[src/rtl/pow_job_queue.sv]
`default_nettype none
// ============================================================================
// pow_job_queue : request FIFO and issue/return sequencer for the pow engine
// Rev 1.0
// ============================================================================
module pow_job_queue #(
  parameter int X     = 16,
  parameter int N     = 8,
  parameter int DEPTH = 4,
  parameter int T     = 4
) (
  input  logic                       clk,
  input  logic                       nrst,
  input  logic                       i_in_valid,
  output logic                       o_in_ready,
  input  logic [X-1:0]               i_in_x,
  input  logic [N-1:0]               i_in_n,
  input  logic [T-1:0]               i_in_tag,
  output logic                       o_eng_start,
  output logic [X-1:0]               o_eng_x,
  output logic [N-1:0]               o_eng_n,
  input  logic                       i_eng_ready,
  input  logic [X-1:0]               i_eng_out,
  output logic                       o_out_valid,
  input  logic                       i_out_ready,
  output logic [X-1:0]               o_out_result,
  output logic [T-1:0]               o_out_tag,
  output logic                       o_busy,
  output logic [$clog2(DEPTH):0]     o_count
);

  localparam int AW = $clog2(DEPTH);
  localparam int CW = AW + 1;

  typedef enum logic [1:0] {
    S_IDLE = 2'd0,
    S_WAIT = 2'd1,
    S_HOLD = 2'd2
  } state_t;

  state_t         r_state;
  state_t         w_next;

  logic [X-1:0]   r_mem_x [DEPTH];
  logic [N-1:0]   r_mem_n [DEPTH];
  logic [T-1:0]   r_mem_t [DEPTH];
  logic [AW-1:0]  r_wptr;
  logic [AW-1:0]  r_rptr;
  logic [CW-1:0]  r_count;
  logic [T-1:0]   r_cur_tag;
  logic           r_out_valid;
  logic [X-1:0]   r_out_result;
  logic [T-1:0]   r_out_tag;

  logic           w_push;
  logic           w_pop;

  // Ready looks only at occupancy, so a same-cycle pop never frees a slot.
  assign o_in_ready = (r_count < CW'(DEPTH));
  assign w_push     = i_in_valid & o_in_ready;

  always_ff @(posedge clk) begin
    if (w_push) begin
      r_mem_x[r_wptr] <= i_in_x;
      r_mem_n[r_wptr] <= i_in_n;
      r_mem_t[r_wptr] <= i_in_tag;
    end
  end

  always_ff @(posedge clk or negedge nrst) begin
    if (!nrst) begin
      r_wptr  <= '0;
      r_rptr  <= '0;
      r_count <= '0;
    end else begin
      if (w_push) r_wptr <= r_wptr + AW'(1);
      if (w_pop)  r_rptr <= r_rptr + AW'(1);
      if (w_push && !w_pop)      r_count <= r_count + CW'(1);
      else if (w_pop && !w_push) r_count <= r_count - CW'(1);
    end
  end

  always_comb begin
    w_next      = r_state;
    w_pop       = 1'b0;
    o_eng_start = 1'b0;
    case (r_state)
      S_IDLE: begin
        if ((r_count != '0) && i_eng_ready) begin
          o_eng_start = 1'b1;
          w_pop       = 1'b1;
          w_next      = S_WAIT;
        end
      end
      S_WAIT: begin
        if (i_eng_ready) w_next = S_HOLD;
      end
      S_HOLD: begin
        if (i_out_ready) w_next = S_IDLE;
      end
      default: w_next = S_IDLE;
    endcase
  end

  always_ff @(posedge clk or negedge nrst) begin
    if (!nrst) begin
      r_state      <= S_IDLE;
      r_cur_tag    <= '0;
      r_out_valid  <= 1'b0;
      r_out_result <= '0;
      r_out_tag    <= '0;
    end else begin
      r_state <= w_next;
      if (w_pop) r_cur_tag <= r_mem_t[r_rptr];
      if ((r_state == S_WAIT) && i_eng_ready) begin
        r_out_result <= i_eng_out;
        r_out_tag    <= r_cur_tag;
        r_out_valid  <= 1'b1;
      end else if ((r_state == S_HOLD) && i_out_ready) begin
        r_out_valid  <= 1'b0;
      end
    end
  end

  assign o_eng_x      = r_mem_x[r_rptr];
  assign o_eng_n      = r_mem_n[r_rptr];
  assign o_out_valid  = r_out_valid;
  assign o_out_result = r_out_result;
  assign o_out_tag    = r_out_tag;
  assign o_busy       = (r_state != S_IDLE) | (r_count != '0);
  assign o_count      = r_count;

endmodule
`default_nettype wire

[config.mk]
export PLATFORM = sky130hd
export DESIGN_NAME = pow_job_queue
export DESIGN_NICKNAME = d
export VERILOG_FILES = /design/src/rtl/pow_job_queue.sv
export SDC_FILE = /design/constraint.sdc
export NUM_CORES = 1
export LEC_CHECK = 0
export BUFFER_PORTS_ARGS = -buffer_cell sky130_fd_sc_hd__clkbuf_2
export CORE_MARGIN = 4
export CORE_UTILIZATION = 25
export DETAILED_ROUTE_END_ITERATION = 8
export SLEW_MARGIN = 25
export SYNTH_ARGS = -nofsm -noshare
export SYNTH_HDL_FRONTEND = slang
export SYNTH_SLANG_ARGS = --single-unit
[constraint.sdc]
create_clock -name clk -period 2.83 [get_ports clk]
set_input_delay 0.1415 -clock clk [delete_from_list [all_inputs] [get_ports clk]]
set_output_delay 0.1415 -clock clk [all_outputs]
set_load 0.01 [all_outputs]
# After elaboration in Yosys (flattened, before gate mapping)
# Memory sizes are Yosys's and may differ from the RTL's. A register that Yosys moved wholly into a read port is not among the register bits.
# Cells that the tools add are included.
[op_classes] n_addsub=4 n_lt_le_gt_ge=1 eq_ne=5 mux=12 bitwise=2 n_reduce_logical=14
[ops] operator="$mux 1" count=6
[ops] operator="$mux 2" count=3
[ops] operator="$mux 3" count=2
[ops] operator="$ne 2x2->1 const B" count=3
[ops] operator="$pmux 2 s3" count=1
[ops] operator="$reduce_bool 2->1" count=3
[ops] operator="$logic_and 1x1->1" count=5
[ops] operator="$add 2x1->2 const B" count=2
[ops] operator="$add 3x1->3 const B" count=1
[ops] operator="$logic_not 1->1" count=3
[ops] operator="$lt 3x3->1 const B" count=1
[ops] operator="$reduce_and 3->1" count=1
[ops] operator="$reduce_bool 3->1" count=1
[ops] operator="$sub 3x1->3 const B" count=1
[ops] operator="$eq 2x1->1 const B" count=1
[ops] operator="$eq 2x2->1 const B" count=1
[ops] operator="$logic_not 2->1" count=1
[ops] operator="$and 1x1->1" count=1
[ops] operator="$or 1x1->1" count=1
[word_totals] ff_bits=30 ramBits=112 in_bits=49 out_inout_bits=51 mem_count=3
[memory_table] memory="r_mem_x" words=4 width=16 read_ports=1 rd_ports_with_merged_regs=0 write_ports=1 line="44" text="logic [X-1:0] r_mem_x [DEPTH];"
[memory_table] memory="r_mem_n" words=4 width=8 read_ports=1 rd_ports_with_merged_regs=0 write_ports=1 line="45" text="logic [N-1:0] r_mem_n [DEPTH];"
[memory_table] memory="r_mem_t" words=4 width=4 read_ports=1 rd_ports_with_merged_regs=1 write_ports=1 line="46" text="logic [T-1:0] r_mem_t [DEPTH];"

# Logic depth before layout (Yosys ltp)
[depth] depth_word=7 ltp_mapped=8 depth_no_buf=8

# Worst setup path after synthesis
# No wires, ideal clock.
[synth_path] path_type="flip-flop to flip-flop" from="register r_count[0], in the netlist o_count[0]" to="register r_count[2], in the netlist o_count[2]" setup_ps=80 arrival_time_ps=1995 setup_slack_ps=755 stages_incl_launch_ff=9 path_buffers=0 period_less_slack_ps=2075 cell_sequence="dfrtp_1 -> or3_1 -> nand3_2 -> ha_1 -> inv_1 -> fa_1 -> xor2_1 -> nor2_1 -> xnor2_1"
[synth_between] elab_chain_cells=7 word_cells_on_any_way=15 cone_classes="2 x add/sub; 1 x order compare; 4 x mux; 1 x bitwise; 7 x reduce/logical"
[synth_rtl] item="start: declaration" line="49" text="logic [CW-1:0] r_count;"
[synth_rtl] item="start signal: assignment" line="78" text="if (w_push && !w_pop) r_count <= r_count + CW'(1);"
[synth_rtl] item="start signal: assignment" line="79" text="else if (w_pop && !w_push) r_count <= r_count - CW'(1);"
[synth_rtl] item="branches (longest 7 deep; another with $lt 3x3->1)"
# Parallel ways; which one is timed is not known. The select of a mux whose other input is x is not followed.
# A chain may end at the register's enable or synchronous reset.

# Worst setup path after layout
[layout_path] from="register r_rptr[0]" to="output port o_eng_x[10]"
[layout_between] elab_chain_cells=1
[layout_rtl] item="start: declaration" line="48" text="logic [AW-1:0] r_rptr;"
[layout_rtl] item="start signal: assignment" line="77" text="if (w_pop) r_rptr <= r_rptr + AW'(1);"
[layout_rtl] item="$mem_v2 4x16"
[layout_rtl] item="end: declaration" line="20" text="output logic [X-1:0] o_eng_x,"
# No other way between the ends.

==> summary.md <==
| Metric | Value |
|---|---|
| Status | finished, final reports clean |
| Setup bufs post-CTS | 0 |
| Diodes inserted | 0 |
| Sequential-to-total area share from yosys stat | 0.769 |
| Mapped Nets | 303 |
| # IOs | 100 |
| Slew at the pin closest to its max-slew limit | 0.965 ns |
| CTS Buffer Depth | 2 |
| DP HPWL | 6810 um |
| FF+latch area | 4220 sq um |
| Sw Share | 0.306 |
| Die area | 24,400 sq um |
| GRT Total Usage | 0.0943 |
| Adder-cell share of the synthesized area | 0.0151 |
| Clock sinks | 146 |
| Sequential Power Share | 0.439 |
| Most frequent cells in the layout | edfxtp_1 (112), clkbuf_2 (99), dlygate4sd3_1 (47), dfrtp_1 (32), mux2_2 (25) |
| RSZ-0062 raised after global routing | no |
| Largest family of logic cells by synthesized area | multiplexers |
| WHS | 0.214 ns |
| Port bufs | 99 |
| Setup slack at placement | 0.620 ns |
| Die W | 156 um |
| Fin crit share | 0.802 |
| Final RePlAce weighted congestion | 0.715 |
| Number of DRC markers in iteration 0 | 90 |
| Synth top area share | 0.613 |
| DRC violations left | 0 |
| Distinct cells, synth | 25 |
| Nets | 460 |
| Final worst setup slack | 0.561 ns |
| Power Internal | 5.00 mW |
| Die Ht | 156 um |
| CP Launch Type | flip-flop |
| Critical path fanouts, max | 18 |
| Fraction of final layout cells sized beyond drive strength 1 | 0.440 |
| Site Rows | 53 |
| Core Area | 21,300 sq um |
| Mux contribution to synthesized area | 0.170 |
| Setup TNS Final | 0 ns |
| Sw Pwr | 2.20 mW |
| Max-Cap Viols | 0 |
| Simple-gate area share of the yosys netlist | 0.0176 |
| Critical path arrival | 2.13 ns |
| WL/cell | 15.8 um |
| Worst slew margin | 0.355 |
| Clock skew | 0.00692 ns |
| CTS tree | done |
| Worst-Skew Late Latency | 0.41 ns |
| Crit path kind | flip-flop to output pin |
| Clock Power Share | 0.287 |
| Post-Synthesis Cells | 248 |
| Max-slew violation count | 0 |
| Clock root buffer | clkbuf_16 |
| #FFs+latches synth | 146 |
| Syn. warnings | 0 |
| Syn Std Cell Area | 5480 sq um |
| Fillers | 2,000 |
| Area added between synthesis and finish | 33.5% |
| Vias/cell | 4.10 |
| CTS Buf Count | 17 |
| Combinational power share | 0.274 |
| Clk slew on worst S/H paths | 0.06 ns |
| Area occupied by multi-input gates | 1200 sq um |
| XOR/XNOR Fraction of Synth Area | 0.00958 |
| H-tree levels | 4 |
| Top cells by area, synth | edfxtp_1 (61%), dfrtp_1 (16%), mux4_2 (9.0%) |
| Compound-Gate Fraction of Synth Area | 0.00456 |
| Gr ovfl total | 0 |
| Leak | 2.74 nW |
| Most common cell after layout, fill and taps aside | edfxtp_1 |
| Final Hold Vio Count | 0 |
| CP Capture Type | output pin |
| Initial Util | 0.258 |
| Pwr Density | 984 nW/um^2 |
| Required @ worst endpoint | 2.69 ns |
| Syn_area_per_cell | 22.1 sq um |
| Final wirelength | 10,900 um |
| Setup violators final | 0 |
| ANT nets after route | 0 |
| First-pass GRT wire length | 17,500 um |
| Pin count of the biggest net entering global routing | 35 |
| Worst VDD drop | 0.000465 V |
| Initial DRT Pass Iterations | 6 |
| Initial antenna violation count | 0 |
| Area leader, netlist | edfxtp_1 |
| Vias in the first global route | 3,193 |
| HP Class | input pin to flip-flop |
| Via count | 2,842 |
| Maximum clock rate | 441 MHz |
| Crit path time final | 2.27 ns |
-- kinds of logic (layout without fill, tap and decap cells) --
group,count (synthesis),after routing
XOR/XNOR,6,6
AO/OA/AOI/OAI,5,5
multiplexers,53,53
flip-flops,146,146
adder cells (fa/ha/maj),6,6
buffers and inverters,15,185
AND/OR/NAND/NOR,17,17
-- timing repair --
| item | CTS | global route |
|---|---|---|
| hold buffers | 47 | 0 |
| hold endpoints to repair | 164 | 0 |
| gates resized for setup | 0 | 0 |
| endpoints found under the setup margin | 0 | 0 |
-- synth_stat cells, drive strengths merged --
master	number
nand2b	2
o21ai	4
dfrtp	34
xnor2	5
a21oi	1
nand2	3
nor2	3
inv	6
clkbuf	1
nor2b	1
xor2	1
or3	1
fa	1
buf	8
mux2	25
mux4	28
nand3	1
ha	5
and2	4
nand3b	1
nand4	1
edfxtp	112
-- metrics by stage --
stage               cell area, sq um  power [mW]  std cells  utilization
floorplan                       5480        4.38        248            -
global placement                6290        5.13        614        0.296
detailed placement              6290        5.21        614        0.296
CTS                             7320        7.36        693        0.344
global route                    7320        7.65        693        0.344
finish                          7320        7.20        693        0.344
-- final timing paths --
| path | start | slack, ns | cells after the start | to |
|---|---|---|---|---|
| max in group asynchronous | nrst | 1.88 | 2 | r_rptr[0]$_DFFE_PN0P_ |
| hold reg to reg | r_cur_tag[3]$_DFFE_PN0P_ | 0.51 | 1 | o_out_tag[3]$_DFFE_PN0P_ |
| min in group asynchronous | nrst | 0.37 | 2 | o_out_result[4]$_DFFE_PN0P_ |
| setup reg to reg | o_count[0]$_DFFE_PN0P_ | 0.63 | 8 | o_count[2]$_DFFE_PN0P_ |
| setup / recovery | r_rptr[0]$_DFFE_PN0P_ | 0.56 | 3 | o_eng_x[10] |
| hold / removal | i_in_valid | 0.21 | 3 | r_wptr[1]$_DFFE_PN0P_ |
-- sequential cells by signal, indices dropped and copies added (netlist names) --
name and count:
r_cur_tag 4, r_wptr 2, o_count 3, r_mem_n 32
o_out_valid 1, o_out_result 16, o_out_tag 4, r_state 2
r_mem_t 16, r_mem_x 64, r_rptr 2
-- routing by layer --
| layer | routed length (um) | share of wire | global-route usage |
|---|---|---|---|
| met5 | 0 | 0 | 0 |
| met4 | 102 | 0.0093 | 0.0314 |
| met3 | 755 | 0.069 | 0.0330 |
| met2 | 5530 | 0.51 | 0.159 |
| met1 | 4540 | 0.42 | 0.113 |
-- final cells by class --
cell class | instances | area share
sequential | 146 | 0.576
multi-input combinational | 87 | 0.163
timing repair buffer | 147 | 0.135
clock buffer | 18 | 0.0587
tap | 275 | 0.0470
clock inverter | 14 | 0.0168
inverter | 6 | 0.00308
-- power by group through the flow --
stage / Sequential (mW) / Combinational (mW) / Clock, mW
final: 3.16 / 1.97 / 2.07
after global routing: 3.24 / 2.17 / 2.23
after CTS: 3.18 / 2.04 / 2.13
after detailed placement: 3.23 / 1.99 / 0
after global placement: 3.19 / 1.94 / 0
after floorplan: 3.09 / 1.29 / 0
-- worst max-delay path, stage by stage, from the launching register on --
cell and delay, ns:
dfrtp_2 0.77, buf_12 0.25, mux4_2 0.54, clkbuf_2 0.15
Power figures use the tool's default switching activity.
